**config.mk**
```make
export PLATFORM = sky130hd
export DESIGN_NAME = sprite_anim_renderer_flat
export DESIGN_NICKNAME = d
export VERILOG_FILES = /design/src/rtl/sprite_anim_renderer_if.sv /design/src/rtl/sprite_anim_renderer.sv /design/src/flat_wrapper.sv
export SDC_FILE = /design/constraint.sdc
export NUM_CORES = 1
export LEC_CHECK = 0
export BUFFER_PORTS_ARGS = -buffer_cell sky130_fd_sc_hd__buf_2
export CAP_MARGIN = 20
export CORE_ASPECT_RATIO = 1.4
export CORE_MARGIN = 1
export CORE_UTILIZATION = 64
export CTS_BUF_LIST = sky130_fd_sc_hd__clkbuf_8
export DETAILED_ROUTE_END_ITERATION = 10
export GPL_TIMING_DRIVEN = 0
export PLACE_DENSITY = 0.89
export SETUP_SLACK_MARGIN = 0.2
export SYNTH_ARGS = -nofsm -noshare
export SYNTH_HDL_FRONTEND = slang
export SYNTH_SLANG_ARGS = --single-unit
```
**constraint.sdc**
```tcl
create_clock -name vga_clk -period 18.45 [get_ports vga_clk]
set_clock_uncertainty 0.05 [all_clocks]
set_input_delay 1.845 -clock vga_clk [delete_from_list [all_inputs] [get_ports vga_clk]]
set_output_delay 1.845 -clock vga_clk [all_outputs]
set_load 0.05 [all_outputs]
```
**src/rtl/sprite_anim_renderer_if.sv**
```systemverilog
// Sprite ROM port: the renderer issues a registered address and the ROM returns
// the palette index on the following rising edge.
interface sprite_anim_renderer_if #(
    parameter int unsigned ADDR_W = 16,
    parameter int unsigned IDX_W  = 4
);
    logic [ADDR_W-1:0] rom_address;
    logic [IDX_W-1:0]  rom_q;

    modport master (output rom_address, input rom_q);
    modport slave  (input rom_address, output rom_q);
endinterface

```
**src/rtl/sprite_anim_renderer.sv**
```systemverilog
// Animated sprite pixel generator: hit test, ROM addressing with scale/mirror,
// play/loop frame sequencer and a 2-cycle registered pixel pipeline.
module sprite_anim_renderer #(
    parameter int unsigned SPRITE_W        = 70,
    parameter int unsigned SPRITE_H        = 120,
    parameter int unsigned NUM_FRAMES      = 4,
    parameter int unsigned SCALE           = 0,
    parameter int unsigned FRAME_HOLD      = 6,
    parameter int unsigned IDX_W           = 4,
    parameter int unsigned ADDR_W          = 16,
    parameter int unsigned TRANSPARENT_IDX = 0,
    parameter int unsigned ACTIVE_H        = 480,
    localparam int unsigned FRAME_W        = (NUM_FRAMES > 1) ? $clog2(NUM_FRAMES) : 1
) (
    input  logic                   vga_clk,
    input  logic                   Reset,
    input  logic [9:0]             DrawX,
    input  logic [9:0]             DrawY,
    input  logic                   blank,
    input  logic [9:0]             sprite_x,
    input  logic [9:0]             sprite_y,
    input  logic                   mirror,
    input  logic                   play,
    input  logic                   stop,
    input  logic                   loop,
    sprite_anim_renderer_if.master rom,
    output logic [IDX_W-1:0]       pixel_idx,
    output logic                   pixel_opaque,
    output logic [FRAME_W-1:0]     anim_frame,
    output logic                   busy,
    output logic                   done
);

    localparam int unsigned SPAN_X   = SPRITE_W << SCALE;
    localparam int unsigned SPAN_Y   = SPRITE_H << SCALE;
    localparam int unsigned FRAME_SZ = SPRITE_W * SPRITE_H;
    localparam int unsigned HOLD_W   = (FRAME_HOLD > 1) ? $clog2(FRAME_HOLD) : 1;

    localparam logic [FRAME_W-1:0] LAST_FRAME = FRAME_W'(NUM_FRAMES - 1);
    localparam logic [HOLD_W-1:0]  HOLD_MAX   = HOLD_W'(FRAME_HOLD - 1);

    typedef enum logic [1:0] {
        IDLE,
        PLAY,
        HOLD_LAST
    } state_t;

    state_t              state;
    logic [HOLD_W-1:0]   hold_cnt;
    logic [9:0]          shadow_x;
    logic [9:0]          shadow_y;
    logic                shadow_mirror;
    logic                hit_d1;
    logic                blank_d1;
    logic                hit_d2;
    logic                blank_d2;

    logic                frame_tick_c;
    logic [10:0]         dx_c;
    logic [10:0]         dy_c;
    logic                hit_c;
    logic [9:0]          col_c;
    logic [9:0]          row_c;
    logic [ADDR_W-1:0]   addr_c;
    logic [FRAME_W-1:0]  next_frame_c;

    // Bit 10 of the differences is the sign: left of / above the sprite never hits.
    always_comb begin
        frame_tick_c = (DrawX == 10'd0) && (DrawY == 10'(ACTIVE_H));
        dx_c         = {1'b0, DrawX} - {1'b0, shadow_x};
        dy_c         = {1'b0, DrawY} - {1'b0, shadow_y};
        hit_c        = !dx_c[10] && !dy_c[10]
                       && (32'(dx_c[9:0]) < SPAN_X) && (32'(dy_c[9:0]) < SPAN_Y);
        col_c        = dx_c[9:0] >> SCALE;
        row_c        = dy_c[9:0] >> SCALE;
        if (shadow_mirror) begin
            col_c = 10'(SPRITE_W - 1) - col_c;
        end
        addr_c       = ADDR_W'(32'(anim_frame) * FRAME_SZ + 32'(row_c) * SPRITE_W + 32'(col_c));
        next_frame_c = anim_frame + FRAME_W'(1);
    end

    // Pixel pipeline: address/hit at edge n, ROM data at n+1, output at n+2.
    always_ff @(posedge vga_clk) begin
        if (Reset) begin
            hit_d1          <= 1'b0;
            blank_d1        <= 1'b0;
            hit_d2          <= 1'b0;
            blank_d2        <= 1'b0;
            rom.rom_address <= '0;
            pixel_idx       <= '0;
            pixel_opaque    <= 1'b0;
        end else begin
            hit_d1   <= hit_c;
            blank_d1 <= blank;
            hit_d2   <= hit_d1;
            blank_d2 <= blank_d1;
            if (hit_c) begin
                rom.rom_address <= addr_c;
            end
            if (hit_d2 && blank_d2 && (rom.rom_q != IDX_W'(TRANSPARENT_IDX))) begin
                pixel_opaque <= 1'b1;
                pixel_idx    <= rom.rom_q;
            end else begin
                pixel_opaque <= 1'b0;
                pixel_idx    <= '0;
            end
        end
    end

    // Shadow position registers and the play/loop animation sequencer.
    always_ff @(posedge vga_clk) begin
        if (Reset) begin
            state         <= IDLE;
            hold_cnt      <= '0;
            anim_frame    <= '0;
            busy          <= 1'b0;
            done          <= 1'b0;
            shadow_x      <= '0;
            shadow_y      <= '0;
            shadow_mirror <= 1'b0;
        end else begin
            done <= 1'b0;
            if (frame_tick_c) begin
                shadow_x      <= sprite_x;
                shadow_y      <= sprite_y;
                shadow_mirror <= mirror;
            end
            if (stop) begin
                state      <= IDLE;
                hold_cnt   <= '0;
                anim_frame <= '0;
                busy       <= 1'b0;
            end else if (play) begin
                state      <= PLAY;
                hold_cnt   <= '0;
                anim_frame <= '0;
                busy       <= 1'b1;
            end else if ((state == PLAY) && frame_tick_c) begin
                if (hold_cnt == HOLD_MAX) begin
                    hold_cnt <= '0;
                    if (anim_frame == LAST_FRAME) begin
                        if (loop) begin
                            anim_frame <= '0;
                        end else begin
                            state <= HOLD_LAST;
                            busy  <= 1'b0;
                            done  <= 1'b1;
                        end
                    end else begin
                        anim_frame <= next_frame_c;
                        // Entering the last frame of a one-shot run ends playback here.
                        if ((next_frame_c == LAST_FRAME) && !loop) begin
                            state <= HOLD_LAST;
                            busy  <= 1'b0;
                            done  <= 1'b1;
                        end
                    end
                end else begin
                    hold_cnt <= hold_cnt + HOLD_W'(1);
                end
            end
        end
    end

endmodule
```
**src/flat_wrapper.sv**
```systemverilog
// flat-port wrapper written by rule: the top's interface ports become plain ports
module sprite_anim_renderer_flat 
#(
    parameter int unsigned SPRITE_W        = 70,
    parameter int unsigned SPRITE_H        = 120,
    parameter int unsigned NUM_FRAMES      = 4,
    parameter int unsigned SCALE           = 0,
    parameter int unsigned FRAME_HOLD      = 6,
    parameter int unsigned IDX_W           = 4,
    parameter int unsigned ADDR_W          = 16,
    parameter int unsigned TRANSPARENT_IDX = 0,
    parameter int unsigned ACTIVE_H        = 480,
    localparam int unsigned FRAME_W        = (NUM_FRAMES > 1) ? $clog2(NUM_FRAMES) : 1
)
  (vga_clk, Reset, DrawX, DrawY, blank, sprite_x, sprite_y, mirror, play, stop, loop, pixel_idx, pixel_opaque, anim_frame, busy, done, rom_rom_address, rom_rom_q);
  sprite_anim_renderer_if #(.ADDR_W(ADDR_W), .IDX_W(IDX_W)) rom_i ();
  input  logic vga_clk;
  input  logic Reset;
  input  logic [9:0] DrawX;
  input  logic [9:0] DrawY;
  input  logic blank;
  input  logic [9:0] sprite_x;
  input  logic [9:0] sprite_y;
  input  logic mirror;
  input  logic play;
  input  logic stop;
  input  logic loop;
  output logic [IDX_W-1:0] pixel_idx;
  output logic pixel_opaque;
  output logic [FRAME_W-1:0] anim_frame;
  output logic busy;
  output logic done;
  output wire logic [$bits(rom_i.rom_address)-1:0] rom_rom_address;
  input wire logic [$bits(rom_i.rom_q)-1:0] rom_rom_q;
  assign rom_rom_address = rom_i.rom_address;
  assign rom_i.rom_q = rom_rom_q;
  sprite_anim_renderer #(.SPRITE_W(SPRITE_W), .SPRITE_H(SPRITE_H), .NUM_FRAMES(NUM_FRAMES), .SCALE(SCALE), .FRAME_HOLD(FRAME_HOLD), .IDX_W(IDX_W), .ADDR_W(ADDR_W), .TRANSPARENT_IDX(TRANSPARENT_IDX), .ACTIVE_H(ACTIVE_H)) u_core (.vga_clk(vga_clk), .Reset(Reset), .DrawX(DrawX), .DrawY(DrawY), .blank(blank), .sprite_x(sprite_x), .sprite_y(sprite_y), .mirror(mirror), .play(play), .stop(stop), .loop(loop), .rom(rom_i), .pixel_idx(pixel_idx), .pixel_opaque(pixel_opaque), .anim_frame(anim_frame), .busy(busy), .done(done));
endmodule
```
==> reports/metrics.yaml <==
outcome:
  status: "finished clean"
yosys:
  synth.most_common_cell: "inv_1"
  synth_seq_cells: 54
  synth_cells: 536
  synth_cell_types: 55
  avgSynthCellArea_um2: 8.639
  syn-cell-area_um2: 4631
  synth_largest_area_cell: "dfxtp_1"
  synth_commonest_cells: "inv_1, ha_1, nor2_1, dfxtp_1, mux2i_1"
  ys_top_cells_by_area: "dfxtp_1, ha_1, mux2i_1"
  async_reset_ff_share_pct: 0
  synth_seq_area_share_pct: 23.35
  synth_nets: 671
  synth-edff-count: 0
  yosys_warnings: 0
  yosysTopAreaCellShare_pct: 23.35
  synth_flop_cell: "dfxtp_1"
final_layout:
  drive_gt1_share_pct: 15.83
  layout.nets: 753
  area_growth_pct: 12.78
  diodes: 0
cts:
  clk_latency_ns: 0.31
  clkSlewWorstSetupHoldPaths_ns: 0.10
  tritoncts: "built"
  clockRootBuffer: "clkbuf_8"
  cts_inserted_buffers: 5
  ctsHoldBuffers: 0
  clockBufferDepth: 2
  cts_setup_buffers: 0
  htree_levels: 2
  clock-sinks: 54
  ctsResizeCount: 0
worst_setup_path:
  end_kind: "flip-flop"
  r2r_setup_slack_ns: 12.00
  crit_arrival_ns: 7.95
  critPathLaunchType: "primary input"
  rr_endpoint: "u_core.rom.rom_address[15]"
  critPathMaxFanout: 5
  r2r-start: "u_core.shadow_y[0]"
  worstRegToRegCells: 24
  criticalPathCategory: "in -> reg"
  critPathRequiredTime_ns: 18.63
timing:
  hold_violations: 0
  slew_violations: 0
  max_freq_ghz: 0.1286
  fin_crit_ns: 7.773
  worstMarginPinSlew_ns: 0.8069
  finalCritPeriodShare_pct: 42.13
  setup_viol: 0
  setup-tns-final_ns: 0
  rsz0062_at_grt: "no"
  max-slew-margin-rel_pct: 45.79
power_and_ir_drop:
  power.total_uw: 506.5
  p_int_uw: 284.9
  sw_frac_of_total_pct: 43.75
  p_leak_uw: 0.002351
  ir_drop_mv: 0.06741
  power_frac_clock_pct: 13.9
  power_density_nw_per_um2: 96.98
  switchingPower_uw: 221.6
  p_comb_share_pct: 62.9
  seq_power_share_pct: 23.2
grt:
  track_usage_pct: 28.13
  grt_overflow_total: 0
  antenna_found_initial: 0
  grt_first_pass_wirelength_um: 16620
  grt_start_max_net_pins: 20
  grt_pass1_vias: 4009
job:
  cap_violations: 0
place:
  io_buffer_count: 75
  dpl.hpwl_um: 8160
  gp_congestion: 0.8567
detailed_routing:
  dr.pass1.iters: 4
  routedWlPerCell_um: 13.86
  routed_wl_um: 9899
  first_iter_violations: 130
  vias: 3992
  via_per_inst: 5.591
  drc_errors: 0
  ant_nets: 0
die:
  fp-row-count: 36
  coreArea_um2: 6982
  die_h_um: 102.6
  initial_core_util_pct: 66.33
  dieArea_um2: 7584
  die_w_um: 73.89
  boundaryPins: 76
min_path:
  hold_start: "u_core.blank_d1"
  min_path_type: "reg -> reg"
  min_to: "u_core.blank_d2"
  min_path_cells: 1
## layout make-up
cell class	count	area, µm²
Sequential cell	54	1081
Multi-Input combinational cell	397	3222
Buffer	12	53.80
Clock buffer	5	68.82
Inverter	73	274.0
Timing Repair Buffer	75	375.4
Fill cell	499	1759
Clock inverter	3	28.78
Tap cell	95	118.9
## layout by cell type (no fill, tap or decap), drive strengths merged, types with 19 or more instances in the layout
cell and n:
nand2 19, dfxtp 54, xnor2 23, inv 74, ha 69, buf 79, a21oi 26, mux2i 32
nor2 60
## sequential cells by signal (all words and copies together) (netlist names), 2 cells and up
name / cells
u_core.rom.rom_address: 16
u_core.shadow_x: 10
u_core.shadow_y: 10
u_core.pixel_idx: 4
u_core.hold_cnt: 3
u_core.anim_frame: 2
u_core.state: 2
## power by group through the flow
stage	Clock, µW	Sequential, µW	Combinational (µW)
after CTS	72.9	117	316
after global placement	0	120	300
after global routing	77.5	117	356
after detailed placement	0	120	311
final	70.4	117	319
after floorplan	0	121	247
## worst max-delay path: stages
cell and delay, ns:
buf_2 0.11, inv_1 0.05, ha_1 0.21, inv_1 0.07, fa_1 0.40, a21oi_1 0.22, o211ai_1 0.15, o41ai_1 0.46
xnor2_1 0.33, ha_1 0.35, ha_1 0.28, inv_1 0.05, fa_1 0.53, inv_1 0.04, ha_1 0.36, o2111ai_1 0.15
nand4b_1 0.17, o31ai_1 0.34, o21bai_1 0.10, a21oi_1 0.19, xnor2_1 0.16, ha_1 0.27, ha_1 0.33, a41oi_1 0.14
or4b_1 0.55, o311ai_1 0.10
## worst max-delay path by stage
stage	startpoint	to	slack [ns]
after floorplan	DrawY[0]	u_core.rom.rom_address[15]	11.21
after global placement	DrawY[0]	u_core.rom.rom_address[15]	10.56
after detailed placement	DrawY[0]	u_core.rom.rom_address[15]	10.37
after CTS	DrawY[0]	u_core.rom.rom_address[15]	10.68
after global routing	DrawY[0]	u_core.rom.rom_address[15]	10.31
final	DrawY[0]	u_core.rom.rom_address[15]	10.68
## cells by family after synthesis
group,after synthesis,share of synthesized area (%)
AND/OR/NAND/NOR,150,16.13
XOR/XNOR,41,8.079
adder cells (fa/ha/maj),84,25.13
multiplexers,33,7.160
buffers and inverters,85,7.079
AO/OA/AOI/OAI,89,13.08
flip-flops,54,23.35
## per-layer routing
layer  global-route usage (%)  wire length [µm]  up-vias
met4                    13.76               395        0
li1                         -                 -     1998
met1                    28.27              3812     1844
met5                        0                 0        -
met2                    54.55              5337      114
met3                    4.790               354       36
## through the flow
stage / setup WS [ns] / utilization, % / instances / area (µm²) / hold slack [ns]
floorplan: 11.21 / - / 536 / 4631 / 0.3638
global placement: 10.56 / 73.41 / 706 / 5125 / 0.3738
detailed placement: 10.37 / 73.41 / 706 / 5125 / 0.3779
CTS: 10.68 / 74.80 / 714 / 5223 / 0.4044
global route: 10.31 / 74.80 / 714 / 5223 / 0.4266
finish: 10.68 / 74.80 / 714 / 5223 / 0.3982
Note: power is estimated with default switching activity, not from simulation.
